$ cat src/rtl/code_lock_pkg.sv
// Shared types and default constants for the serial code lock.
package code_lock_pkg;

  typedef enum logic {
    COLLECT = 1'b0,
    LOCKOUT = 1'b1
  } state_t;

  localparam int unsigned DEF_CODE_LEN    = 6;
  localparam logic [31:0] DEF_CODE        = 32'b101100;
  localparam int unsigned DEF_MAX_TRIES   = 3;
  localparam int unsigned DEF_LOCK_CYCLES = 16;

endpackage

$ cat src/rtl/code_lock_timer.sv
// Lockout down-counter: load arms it, expire flags the final counting cycle.
module code_lock_timer
  import code_lock_pkg::*;
#(
  parameter int unsigned LOCK_CYCLES = DEF_LOCK_CYCLES
) (
  input  logic clk,
  input  logic rst,
  input  logic load,
  input  logic en,
  output logic expire
);

  localparam int unsigned W = $clog2(LOCK_CYCLES + 1);

  logic [W-1:0] count;

  always_ff @(posedge clk) begin
    if (!rst) begin
      count <= '0;
    end else if (load) begin
      count <= W'(LOCK_CYCLES);
    end else if (en && count != '0) begin
      count <= count - W'(1);
    end
  end

  assign expire = en && (count == W'(1));

endmodule

$ cat src/rtl/serial_code_lock.sv
// Serial code lock: MSB-first non-overlapping frames, registered pulse outputs.
// Lockout after MAX_TRIES wrong frames exists only with CODE_LOCK_LOCKOUT_EN defined.
module serial_code_lock
  import code_lock_pkg::*;
#(
  parameter int unsigned           CODE_LEN    = DEF_CODE_LEN,
  parameter logic [CODE_LEN-1:0]   CODE        = DEF_CODE[CODE_LEN-1:0],
  parameter int unsigned           MAX_TRIES   = DEF_MAX_TRIES,
  parameter int unsigned           LOCK_CYCLES = DEF_LOCK_CYCLES
) (
  input  logic                           clk,
  input  logic                           rst,
  input  logic                           in,
  input  logic                           in_valid,
  input  logic                           frame_clr,
  output logic                           aberta,
  output logic                           erro,
  output logic                           bloqueado,
  output logic [$clog2(MAX_TRIES+1)-1:0] tries_left
);

  localparam int unsigned CW = $clog2(CODE_LEN + 1);
  localparam int unsigned TW = $clog2(MAX_TRIES + 1);

  if (CODE_LEN < 2 || CODE_LEN > 32) begin : g_bad_code_len
    $error("serial_code_lock: CODE_LEN out of range 2..32");
  end
  if (MAX_TRIES < 1 || MAX_TRIES > 15) begin : g_bad_max_tries
    $error("serial_code_lock: MAX_TRIES out of range 1..15");
  end
  if (LOCK_CYCLES < 1) begin : g_bad_lock_cycles
    $error("serial_code_lock: LOCK_CYCLES must be at least 1");
  end

  logic [CW-1:0]       cnt, cnt_nx;
  logic [CODE_LEN-1:0] sr, sr_nx, shifted;
  logic                aberta_nx, erro_nx;
  logic                collecting;

  assign shifted = {sr[CODE_LEN-2:0], in};

`ifdef CODE_LOCK_LOCKOUT_EN
  state_t        state, state_nx;
  logic [TW-1:0] fails, fails_nx;
  logic          timer_load, timer_en, timer_expire;

  code_lock_timer #(
    .LOCK_CYCLES(LOCK_CYCLES)
  ) u_timer (
    .clk    (clk),
    .rst    (rst),
    .load   (timer_load),
    .en     (timer_en),
    .expire (timer_expire)
  );

  assign collecting = (state == COLLECT);
`else
  assign collecting = 1'b1;
`endif

  always_comb begin
    cnt_nx    = cnt;
    sr_nx     = sr;
    aberta_nx = 1'b0;
    erro_nx   = 1'b0;
    // frame_clr outranks in_valid, so a clear on the last bit drops the frame
    if (collecting) begin
      if (frame_clr) begin
        cnt_nx = '0;
      end else if (in_valid) begin
        sr_nx = shifted;
        if (cnt == CW'(CODE_LEN - 1)) begin
          cnt_nx    = '0;
          aberta_nx = (shifted == CODE);
          erro_nx   = (shifted != CODE);
        end else begin
          cnt_nx = cnt + CW'(1);
        end
      end
    end

`ifdef CODE_LOCK_LOCKOUT_EN
    state_nx   = state;
    fails_nx   = fails;
    timer_load = 1'b0;
    timer_en   = 1'b0;
    case (state)
      COLLECT: begin
        if (aberta_nx) begin
          fails_nx = '0;
        end else if (erro_nx) begin
          if (fails == TW'(MAX_TRIES - 1)) begin
            fails_nx   = TW'(MAX_TRIES);
            state_nx   = LOCKOUT;
            timer_load = 1'b1;
          end else begin
            fails_nx = fails + TW'(1);
          end
        end
      end
      LOCKOUT: begin
        timer_en = 1'b1;
        if (timer_expire) begin
          state_nx = COLLECT;
          fails_nx = '0;
          cnt_nx   = '0;
          sr_nx    = '0;
        end
      end
      default: state_nx = COLLECT;
    endcase
`endif
  end

  always_ff @(posedge clk) begin
    if (!rst) begin
      cnt    <= '0;
      sr     <= '0;
      aberta <= 1'b0;
      erro   <= 1'b0;
`ifdef CODE_LOCK_LOCKOUT_EN
      state      <= COLLECT;
      fails      <= '0;
      bloqueado  <= 1'b0;
      tries_left <= TW'(MAX_TRIES);
`endif
    end else begin
      cnt    <= cnt_nx;
      sr     <= sr_nx;
      aberta <= aberta_nx;
      erro   <= erro_nx;
`ifdef CODE_LOCK_LOCKOUT_EN
      state      <= state_nx;
      fails      <= fails_nx;
      bloqueado  <= (state_nx == LOCKOUT);
      tries_left <= TW'(MAX_TRIES) - fails_nx;
`endif
    end
  end

`ifndef CODE_LOCK_LOCKOUT_EN
  assign bloqueado  = 1'b0;
  assign tries_left = TW'(MAX_TRIES);
`endif

endmodule
$ cat config.mk
export PLATFORM = sky130hd
export DESIGN_NAME = serial_code_lock
export DESIGN_NICKNAME = d
export VERILOG_FILES = /design/src/rtl/code_lock_pkg.sv /design/src/rtl/code_lock_timer.sv /design/src/rtl/serial_code_lock.sv
export SDC_FILE = /design/constraint.sdc
export NUM_CORES = 1
export LEC_CHECK = 0
export CORE_AREA = 2 2 39 41
export DETAILED_ROUTE_END_ITERATION = 6
export DIE_AREA = 0 0 41 43
export GPL_ROUTABILITY_DRIVEN = 1
export GPL_TIMING_DRIVEN = 0
export PLACE_DENSITY = 0.62
export SYNTH_ARGS = -nofsm -noshare
export SYNTH_HDL_FRONTEND = slang
export SYNTH_SLANG_ARGS = --single-unit
export TNS_END_PERCENT = 20
$ cat constraint.sdc
create_clock -name clk -period 1.1 [get_ports clk]
set_clock_uncertainty 0.1 [all_clocks]
set_input_delay 0.165 -clock clk [delete_from_list [all_inputs] [get_ports clk]]
set_output_delay 0.165 -clock clk [all_outputs]
set_load 0.02 [all_outputs]
==> tab_implementation.tex <==
\begin{tabular}{lr}
\hline
Metric & Value \\
\hline
\multicolumn{2}{l}{\textbf{Critical path}} \\
Max Fanout on Critical Path & 3 \\
Capturing point of the worst reg2reg path & erro \\
Arrival time at the worst endpoint & 1.13 ns \\
Highest cell delay on the worst timing path & between 0.3 and 0.4 ns \\
Reg-to-reg setup timing slack & about 0.019 ns \\
Cell Chain, Critical Path & nor4b\_2 -> nand3\_1 -> nor4b\_4 \\
Data required time of the worst path & 1.14 ns \\
R2R cell count & 3 \\
Worst Path Buf+Inv & 0 \\
Critical path's slowest cell & sky130\_fd\_sc\_hd\_\_dfxtp\_2 \\
Critical register-to-register path startpoint & sr[0] \\
Critical path type & reg -> reg \\
Critical Path Sink Type & register \\
Gate family responsible for the most delay along the worst path & simple AND/OR/NAND/NOR gates \\
Worst Setup Start Kind & register \\
\multicolumn{2}{l}{\textbf{Clock network}} \\
Post-CTS setup repair buffer count & 0 \\
Number of clock sinks & 10 \\
Master cell of the clock root buffer & sky130\_fd\_sc\_hd\_\_clkbuf\_4 \\
TritonCTS clock tree & done \\
H-Tree Level Count & 1 \\
Maximum clock path buffer count & 2 \\
Worst-Skew Late Latency & 0.26 ns \\
Clock-pin slew reported for the worst setup and hold paths after clock tree synthesis & 0.06 ns \\
Clock buffers created by TritonCTS & 3 \\
\multicolumn{2}{l}{\textbf{Die}} \\
Number of standard-cell rows in the floorplan & 14 \\
Initial standard-cell utilization of the core & 31.2\% \\
Area of the die & roughly 0.0018 sq mm \\
Core region area & 0.00138 sq mm \\
Die extent in y & about 43 um \\
Number of placed I/O pins & 10 \\
Horizontal die dimension & 41 um \\
\multicolumn{2}{l}{\textbf{STA}} \\
Tcrit/Tclk final & 98.3\% \\
Clock period minus final worst setup slack & 1.08 ns \\
Pins Over Slew Limit & 0 \\
Fmax & 0.925 GHz \\
Hold slack final & 0.150 ns \\
Setup Viol. Count Final & 0 \\
Final Hold Viols & 0 \\
RSZ-0062 raised after global routing & true \\
\multicolumn{2}{l}{\textbf{Yosys}} \\
Instance count of the mapped netlist & 42 \\
Syn Area/Cell & 10.3 sq um \\
Library cell with the highest instance count after synthesis & sky130\_fd\_sc\_hd\_\_dfxtp\_1 \\
Top cell type by total area after synthesis & sky130\_fd\_sc\_hd\_\_dfxtp\_1 \\
Most frequently used flop master after synthesis & sky130\_fd\_sc\_hd\_\_dfxtp\_1 \\
Leading post-synthesis cells by instance count & sky130\_fd\_sc\_hd\_\_dfxtp\_1, sky130\_fd\_sc\_hd\_\_mux2i\_1, sky130\_fd\_sc\_hd\_\_nor2b\_1 \\
Post-synth ARST share & 0\% \\
Yosys synthesis warning count & 0 \\
Number of synthesized flops with an enable pin & 0 \\
Post-synthesis sequential element count & 10 \\
Portion of synthesized cell area occupied by the leading cell type & 46.4\% \\
Distinct cells, synth & 16 \\
Netlist area before placement & 432 sq um \\
Seq/Total Area, Yosys & around 46\% \\
Leading cell types by total area after synthesis & sky130\_fd\_sc\_hd\_\_dfxtp\_1, sky130\_fd\_sc\_hd\_\_mux2i\_1, sky130\_fd\_sc\_hd\_\_nor2b\_1 \\
\multicolumn{2}{l}{\textbf{Routing}} \\
Number of design rule violations left after detail routing & 0 \\
Routed Wire Length & 688 um \\
Number of vias per cell after detailed routing & 4.41 \\
Number of detailed-route iterations in the first pass & 4 \\
Antenna Nets Post-Route & 0 \\
Vias after detailed routing & 300 \\
Average routed wire per standard cell & just over 10 um \\
DRC violation total after the first TritonRoute iteration & 1 \\
\multicolumn{2}{l}{\textbf{Hold path}} \\
Type of the tightest min-delay check & in -> reg \\
Startpoint of the lowest-slack hold path & in \\
Destination of the worst hold path & sr[0] \\
Hold Path Stages & 3 \\
\multicolumn{2}{l}{\textbf{Pwr}} \\
Peak ir drop on the vdd network & 0.505 mV \\
Leakage power total & 0.236 nW \\
Power density normalized to cell area & 1220 mW/mm\^{}2 \\
\multicolumn{2}{l}{\textbf{Cells and area}} \\
Antenna cell count & 0 \\
Share of post-route cells with drive strength above 1 & 26.9\% \\
Final-layout fill cell count & about 140 \\
Area growth syn-to-layout & 29.6\% \\
Nets & between 50 and 60 \\
Final Core Density & 40.4\% \\
\multicolumn{2}{l}{\textbf{Job}} \\
\# Max-Cap Violations & 0 \\
\multicolumn{2}{l}{\textbf{Place}} \\
Number of port buffers & 6 \\
Final HPWL DP & 489 um \\
Routability Congestion & approximately 0.66 \\
\multicolumn{2}{l}{\textbf{Run status}} \\
Run status & finished, final reports clean \\
\multicolumn{2}{l}{\textbf{GRT}} \\
Pin count of the biggest net entering global routing & 7 \\
Grt ovf & 0 \\
Number of global-route vias before repair & 262 \\
GRT Util Overall & approximately 9\% \\
Wire length of the first global-routing pass & 1030 um \\
Number of antenna violations at the first check in global routing & 0 \\
\hline
\end{tabular}
per-layer routing:
layer	GRT usage, %	vias up	routed length, um
met5	0	-	0
met4	8.00	0	14
met3	1.57	2	43
met2	11.9	11	327
met1	11.0	130	303
li1	-	157	-
layout by cell type, fill, tap and decap left out, drive strengths merged:
cell type,count
buf,5
nand2,2
xnor2,1
nand2b,2
and2b,1
conb,3
dlygate4sd2,1
nor2,3
mux2i,6
a21oi,1
nand3,1
nor4b,2
nand4b,1
dlymetal6s2s,2
clkdlybuf4s50,1
clkbuf,4
dfxtp,10
nor4,1
nor2b,5
worst reg2reg max path: cells and delay by family (launching register included):
kind	cells	cell delay, ns
flip-flops	1	0.33
AND/OR/NAND/NOR	3	0.54
sequential cells by signal, summed over array words and instances, names as in the netlist:
signal  cells
aberta      1
cnt         3
erro        1
sr          5
through the flow:
stage / instances / worst slack (ns) / TNS [ns] / total power, mW / instance area, sq um
finish: 68 / 0.0186 / 0 / 0.681 / 559
global placement: 65 / -0.358 / -2.80 / 0.446 / 515
detailed placement: 65 / -0.353 / -2.83 / 0.446 / 515
global route: 68 / -0.0558 / -0.0979 / 0.711 / 559
floorplan: 43 / 0.0546 / 0 / 0.423 / 435
CTS: 68 / -0.0202 / -0.0329 / 0.686 / 542
power breakdown:
part	switching, mW	internal (mW)	leakage [nW]
Sequential	0.00469	0.368	0.0813
Combinational	0.0329	0.0376	0.141
Clock	0.112	0.126	0.0138
Total	0.150	0.531	0.236
cell type report:
type                            instances  area [sq um]  share of cell area, %
Buffer                                  4          33.8                   6.04
Clock buffer                            3          22.5                   4.03
Multi-Input combinational cell         29           228                   40.7
Sequential cell                        10           201                   36.0
Tap cell                               16          20.0                   3.58
Timing Repair Buffer                    6          53.8                   9.62
worst max path at each step:
stage	startpoint	end	cells after the start
after floorplan	sr[3]	aberta	3
after global placement	in_valid	sr[1]	5
after detailed placement	in_valid	sr[2]	5
after CTS	erro	erro	1
after global routing	sr[0]	erro	3
final	sr[0]	erro	3
repair_timing:
action                                 CTS  global route
setup endpoints to repair                9             9
hold buffers                             0             0
resized for setup                        7             8
endpoints found under the hold margin    0             0
pin swaps                                2             2
cells by family (layout without fill, tap and decap cells):
logic type / after synthesis / count (layout) / synth area share [%]
and+or+nand+nor: 18 / 18 / 27.8
muxes: 6 / 6 / 13.9
other: 2 / 3 / 1.74
xor gates and xnor gates: 1 / 1 / 2.03
DFF: 10 / 10 / 46.4
AOI/OAI and AO/OA: 1 / 1 / 1.16
buffers and inverters: 4 / 13 / 6.96
No activity file was read; power rests on OpenSTA's default activity.
